==> src/rtl/seg_pkg.sv <==
// Shared segment definitions: active-low pattern table used by both the
// hex-to-segment encoder and the segment-to-hex decoder.
package seg_pkg;

  typedef logic [6:0] seg_t;
  typedef logic [3:0] nibble_t;

  localparam int NUM_DIGITS = 4;

  // Index is the nibble value; bit0=a ... bit6=g, active-low.
  localparam seg_t SEG_LUT [16] = '{
    7'h40, 7'h79, 7'h24, 7'h30, 7'h19, 7'h12, 7'h02, 7'h78,
    7'h00, 7'h10, 7'h08, 7'h03, 7'h46, 7'h21, 7'h06, 7'h0E
  };

endpackage

==> src/rtl/seg_pattern_decode.sv <==
// Combinational reverse lookup of an active-low segment pattern into a nibble.
// Unknown patterns decode to 0 with o_err set.
module seg_pattern_decode
  import seg_pkg::*;
(
  input  seg_t    i_seg,
  output nibble_t o_nibble,
  output logic    o_err
);

  always_comb begin
    o_nibble = '0;
    o_err    = 1'b1;
    for (int i = 0; i < 16; i++) begin
      if (i_seg == SEG_LUT[i]) begin
        o_nibble = 4'(i);
        o_err    = 1'b0;
      end
    end
  end

endmodule

==> src/rtl/seg_scan_decoder.sv <==
// Monitors a multiplexed 4-digit active-low 7-segment bus and recovers the
// displayed 16-bit value. Optional decimal points: SEG_SCAN_DECODER_DP_EN.
module seg_scan_decoder
  import seg_pkg::*;
#(
  parameter int STABLE_CNT  = 4,
  parameter int SYNC_STAGES = 2
)
(
  input  logic        clk,
  input  logic        rst,
  input  logic [6:0]  seg_n,
  input  logic [3:0]  an_n,
`ifdef SEG_SCAN_DECODER_DP_EN
  input  logic        dp_n,
  output logic [3:0]  out_dp,
`endif
  output logic [15:0] out_value,
  output logic        out_error,
  output logic        out_valid,
  input  logic        out_ready
);

  // Handshake: a frame moves when out_valid && out_ready on a rising edge;
  // out_value/out_error (and out_dp) stay stable while out_valid is high.

`ifdef SEG_SCAN_DECODER_DP_EN
  localparam int SW = 12;
  logic [SW-1:0] w_in;
  assign w_in = {an_n, dp_n, seg_n};
`else
  localparam int SW = 11;
  logic [SW-1:0] w_in;
  assign w_in = {an_n, seg_n};
`endif

  localparam logic [7:0] CNT_MAX = 8'(STABLE_CNT);

  logic [SW-1:0] r_sync [SYNC_STAGES];
  logic [SW-1:0] r_prev;
  logic [7:0]    r_cnt;
  logic [3:0]    r_captured;
  nibble_t       r_dig  [NUM_DIGITS];
  logic [3:0]    r_derr;
  logic [3:0]    r_ddp;
  logic [3:0]    r_dp_out;

  logic [SW-1:0] w_sample;
  logic [3:0]    w_an_act;
  seg_t          w_seg;
  logic          w_dp_lit;
  logic          w_valid;
  logic          w_same;
  logic [7:0]    w_cnt_next;
  logic          w_cap;
  logic [3:0]    w_cap_mask;
  logic [1:0]    w_idx;
  nibble_t       w_nib;
  logic          w_err;
  logic          w_load;

  assign w_sample = r_sync[SYNC_STAGES-1];
  assign w_an_act = ~w_sample[SW-1 -: 4];
  assign w_seg    = w_sample[6:0];
`ifdef SEG_SCAN_DECODER_DP_EN
  assign w_dp_lit = ~w_sample[7];
  assign out_dp   = r_dp_out;
`else
  assign w_dp_lit = 1'b0;
`endif

  // Exactly one anode active: non-zero and a power of two.
  assign w_valid = (w_an_act != 4'd0) && ((w_an_act & (w_an_act - 4'd1)) == 4'd0);
  assign w_same  = (w_sample == r_prev);

  always_comb begin
    w_cnt_next = 8'd0;
    if (w_valid) begin
      if (w_same && (r_cnt != 8'd0))
        w_cnt_next = (r_cnt == CNT_MAX) ? CNT_MAX : r_cnt + 8'd1;
      else
        w_cnt_next = 8'd1;
    end
  end

  // A saturated counter on an unchanged sample means this digit was already taken.
  assign w_cap      = w_valid && (w_cnt_next == CNT_MAX) && !(w_same && (r_cnt == CNT_MAX));
  assign w_cap_mask = w_cap ? w_an_act : 4'd0;

  always_comb begin
    w_idx = 2'd0;
    for (int i = 0; i < NUM_DIGITS; i++) begin
      if (w_an_act[i]) w_idx = 2'(i);
    end
  end

  seg_pattern_decode u_decode (
    .i_seg    (w_seg),
    .o_nibble (w_nib),
    .o_err    (w_err)
  );

  assign w_load = (r_captured == 4'hF) && (!out_valid || out_ready);

  always_ff @(posedge clk) begin
    if (rst) begin
      for (int k = 0; k < SYNC_STAGES; k++) r_sync[k] <= '1;
      r_prev <= '1;
      r_cnt  <= 8'd0;
    end else begin
      r_sync[0] <= w_in;
      for (int k = 1; k < SYNC_STAGES; k++) r_sync[k] <= r_sync[k-1];
      r_prev <= w_sample;
      r_cnt  <= w_cnt_next;
    end
  end

  // Load uses the digit registers before this cycle's capture; the capture
  // then marks its digit as the first of the next frame.
  always_ff @(posedge clk) begin
    if (rst) begin
      for (int i = 0; i < NUM_DIGITS; i++) r_dig[i] <= '0;
      r_derr     <= 4'd0;
      r_ddp      <= 4'd0;
      r_captured <= 4'd0;
      out_value  <= 16'd0;
      out_error  <= 1'b0;
      out_valid  <= 1'b0;
      r_dp_out   <= 4'd0;
    end else begin
      if (w_cap) begin
        r_dig[w_idx]  <= w_nib;
        r_derr[w_idx] <= w_err;
        r_ddp[w_idx]  <= w_dp_lit;
      end
      if (w_load) begin
        out_value  <= {r_dig[3], r_dig[2], r_dig[1], r_dig[0]};
        out_error  <= |r_derr;
        r_dp_out   <= r_ddp;
        out_valid  <= 1'b1;
        r_captured <= w_cap_mask;
      end else begin
        r_captured <= r_captured | w_cap_mask;
        if (out_valid && out_ready) out_valid <= 1'b0;
      end
    end
  end

endmodule

==> config.mk <==
export PLATFORM = sky130hd
export DESIGN_NAME = seg_scan_decoder
export DESIGN_NICKNAME = d
export VERILOG_FILES = /design/src/rtl/seg_pkg.sv /design/src/rtl/seg_pattern_decode.sv /design/src/rtl/seg_scan_decoder.sv
export SDC_FILE = /design/constraint.sdc
export NUM_CORES = 1
export LEC_CHECK = 0
export ABC_AREA = 1
export CAP_MARGIN = 20
export CORE_ASPECT_RATIO = 1.2
export CORE_UTILIZATION = 61
export CTS_CLUSTER_SIZE = 30
export DETAILED_ROUTE_END_ITERATION = 10
export PLACE_DENSITY = 0.9
export SLEW_MARGIN = 10
export SYNTH_ARGS = -nofsm -noshare
export SYNTH_HDL_FRONTEND = slang
export SYNTH_SLANG_ARGS = --single-unit
==> constraint.sdc <==
create_clock -name clk -period 4.4 [get_ports clk]
set_clock_uncertainty 0.05 [all_clocks]
set_input_delay 0.66 -clock clk [delete_from_list [all_inputs] [get_ports clk]]
set_output_delay 0.66 -clock clk [all_outputs]
set_load 0.01 [all_outputs]
==> summary.json <==
{
  "routed_wl_um": 7041,
  "ys_warn_count": 0,
  "final_min_period_over_clock_period_pct": 54.79,
  "type_of_the_worst_setup_path": "register to register",
  "worst_slew_pin_slew_ps": 678.1,
  "diodes": 0,
  "hold_buffers": 0,
  "worst-endpoint-arrival_ps": 2420,
  "worstPathMaxFanout": 6,
  "final-setup-viol-count": 0,
  "post-route-min-period_ps": 2411,
  "grt_first_pass_wirelength_um": 11720,
  "synth_seq_area_share_pct": 50.35,
  "worst_slew_margin_rel_pct": 54.52,
  "floorplan.die_area_mm2": 0.006245,
  "die_height_um": 86.37,
  "cts_buffers": 9,
  "worst-endpoint-required_ps": 4410,
  "syn_avg_cell_area_um2": 8.041,
  "ant_nets": 0,
  "detail_route.iter0.violations": 256,
  "htree_num_levels": 3,
  "initial_core_util_pct": 63.42,
  "std_cell_rows": 30,
  "rsz_0062_raised_after_global_routing": "false",
  "run_status": "finished, final reports clean",
  "num-nets-final": 499,
  "finalHoldViolations": 0,
  "post_route_cells_drive_above_1_share_pct": 15.16,
  "pre_antenna_drt_iters": 5,
  "routed_wire_length_per_instance_um": 12.40,
  "synth_area_mm2": 0.003618,
  "gpl.final_weighted_congestion": 0.8600,
  "placement.io_buffers": 31,
  "cts_repair_resize_count": 0,
  "tritoncts_clock_tree": "built",
  "yosysUniqueCellTypes": 34,
  "via_count": 2964,
  "floorplan.die.width_um": 72.31,
  "grtUsageTotal_pct": 24.78,
  "clk_transition_reported_paths_ps": 70,
  "tns_ps": 0,
  "clock-root-buffer": "sky130_fd_sc_hd__clkbuf_8",
  "synth_seq_cells": 83,
  "grt_start_max_net_pins": 37,
  "worstHoldPathType": "register to register",
  "drc": 0,
  "dp_hpwl_um": 5076,
  "core_mm2": 0.005705,
  "endpoint_kind": "register",
  "area_delta_synth_final_pct": 16.04,
  "gr-total-overflow": 0,
  "maxClockFrequency_ghz": 0.4148,
  "post-cts-setup-buffer-count": 0,
  "clock_latency_ps": 360,
  "grt_pass1_vias": 2756,
  "fin_hold_ws_ps": 361.1,
  "clockBufferDepth": 2,
  "power.static_leakage_uw": 0.001947,
  "clock_sink_count": 83,
  "final_max_slew_viol_count": 0,
  "cap_violations": 0,
  "vdd_drop_max_v": 0.0002665,
  "io_pins": 32,
  "setup.worst_path.start_class": "register",
  "synth_fp_nets": 466,
  "synthCells": 450,
  "post_detailed_route_via_to_cell_ratio": 5.218,
  "cellPowerDensity_mw_per_mm2": 338.3,
  "number_of_antenna_violations_at_the_first_check_in_global_routing": 0
}
-- stage by stage --
step	std cells	instance area (um2)	power [uW]	util, %	worst slack [ps]
finish	568	4199	1421	73.60	1989
global route	568	4199	1475	73.60	1841
CTS	568	4199	1427	73.60	1994
detailed placement	552	3999	906.9	70.09	1685
global placement	552	3999	902.2	70.09	1804
floorplan	450	3618	880.5	-	2344
-- cells by family (layout without fill, tap and decap cells) --
| logic type | Yosys count | count (layout) | share of synthesized area (%) |
|---|---|---|---|
| adder cells (fa/ha/maj) | 2 | 2 | 0.6915 |
| buffers and inverters | 70 | 108 | 7.469 |
| AND/OR/NAND/NOR | 254 | 254 | 34.27 |
| XOR/XNOR | 9 | 9 | 2.178 |
| flip-flops | 83 | 83 | 50.35 |
| AO/OA/AOI/OAI | 32 | 32 | 5.048 |
-- flip-flops by register name, summed over array words and instances (netlist names) --
name        flops
r_prev         11
out_error       1
r_sync         22
r_dig          16
r_derr          4
out_valid       1
r_captured      4
r_cnt           8
out_value      16
-- cells in the mapped netlist, drive strengths merged --
cell type	instances	share of area (%)
o21bai	1	0.21
o31ai	2	0.69
clkbuf	8	0.83
dfxtp	67	37
or2	23	4.0
clkinv	1	0.10
nand3	24	4.1
ha	2	0.69
a21oi	5	0.69
nor3	6	0.97
xor2	5	1.2
nor4	7	1.2
nor2	88	10
o21ai	22	3.0
edfxtp	16	13
inv	57	5.9
nand2	88	9.2
nand3b	2	0.41
and3	1	0.17
nand4	15	3.9
xnor2	4	0.97
a31oi	1	0.17
buf	4	0.62
o311ai	1	0.24
-- final cells by class --
cell class / instances / area, um2
fill: 460 / 1506
sequential: 83 / 1822
multi-input combinational: 297 / 1526
timing repair buffer: 34 / 332.8
tap: 80 / 100.1
clock buffer: 13 / 180.2
inverter: 58 / 217.7
clock inverter: 3 / 20.02
-- critical path, cell delays in order (launching register included) --
cell                      delay [ps]
sky130_fd_sc_hd__dfxtp_1         330
sky130_fd_sc_hd__inv_1            70
sky130_fd_sc_hd__ha_1            150
sky130_fd_sc_hd__inv_1            40
sky130_fd_sc_hd__nor2_1          130
sky130_fd_sc_hd__nand4_2         170
sky130_fd_sc_hd__nor2_2          280
sky130_fd_sc_hd__nor2_1          120
sky130_fd_sc_hd__and3_1          210
sky130_fd_sc_hd__o31ai_2         130
sky130_fd_sc_hd__nand3_2         220
sky130_fd_sc_hd__nand2_1         220
-- cell usage in the layout, fill, tap and decap left out, drive strengths merged, types with 7 or more instances in the layout --
| master | netlist | routed |
|---|---|---|
| nor2 | 88 | 88 |
| nor4 | 7 | 7 |
| nand4 | 15 | 15 |
| o21ai | 22 | 22 |
| clkdlybuf4s50 | 0 | 31 |
| or2 | 23 | 23 |
| nand2 | 88 | 88 |
| clkbuf | 8 | 13 |
| edfxtp | 16 | 16 |
| dfxtp | 67 | 67 |
| inv | 57 | 57 |
| nand3 | 24 | 24 |
-- power by group --
group	switching [uW]	internal, uW
clock	261	269
combinational	54.6	34.8
sequential	10.5	791
total	326	1090
-- routing by layer --
| metal | up-vias | GRT usage (%) | wire, um |
|---|---|---|---|
| met5 | - | 0 | 0 |
| met4 | 0 | 11.94 | 220 |
| met3 | 25 | 6.163 | 257 |
| met2 | 90 | 45.62 | 3723 |
| met1 | 1361 | 25.98 | 2839 |
| li1 | 1488 | - | - |
-- path summary, 6_finish.rpt --
path	cells after the start	startpoint	end	slack (ps)
worst max-delay path	11	r_cnt[1]	r_dig[2][0]	1990
worst min-delay path	1	r_sync[0][5]	r_sync[0][16]	360
worst max register to register	11	r_cnt[1]	r_dig[2][0]	1990
worst min register to register	1	r_sync[0][5]	r_sync[0][16]	360
Power figures use the tool's default switching activity.
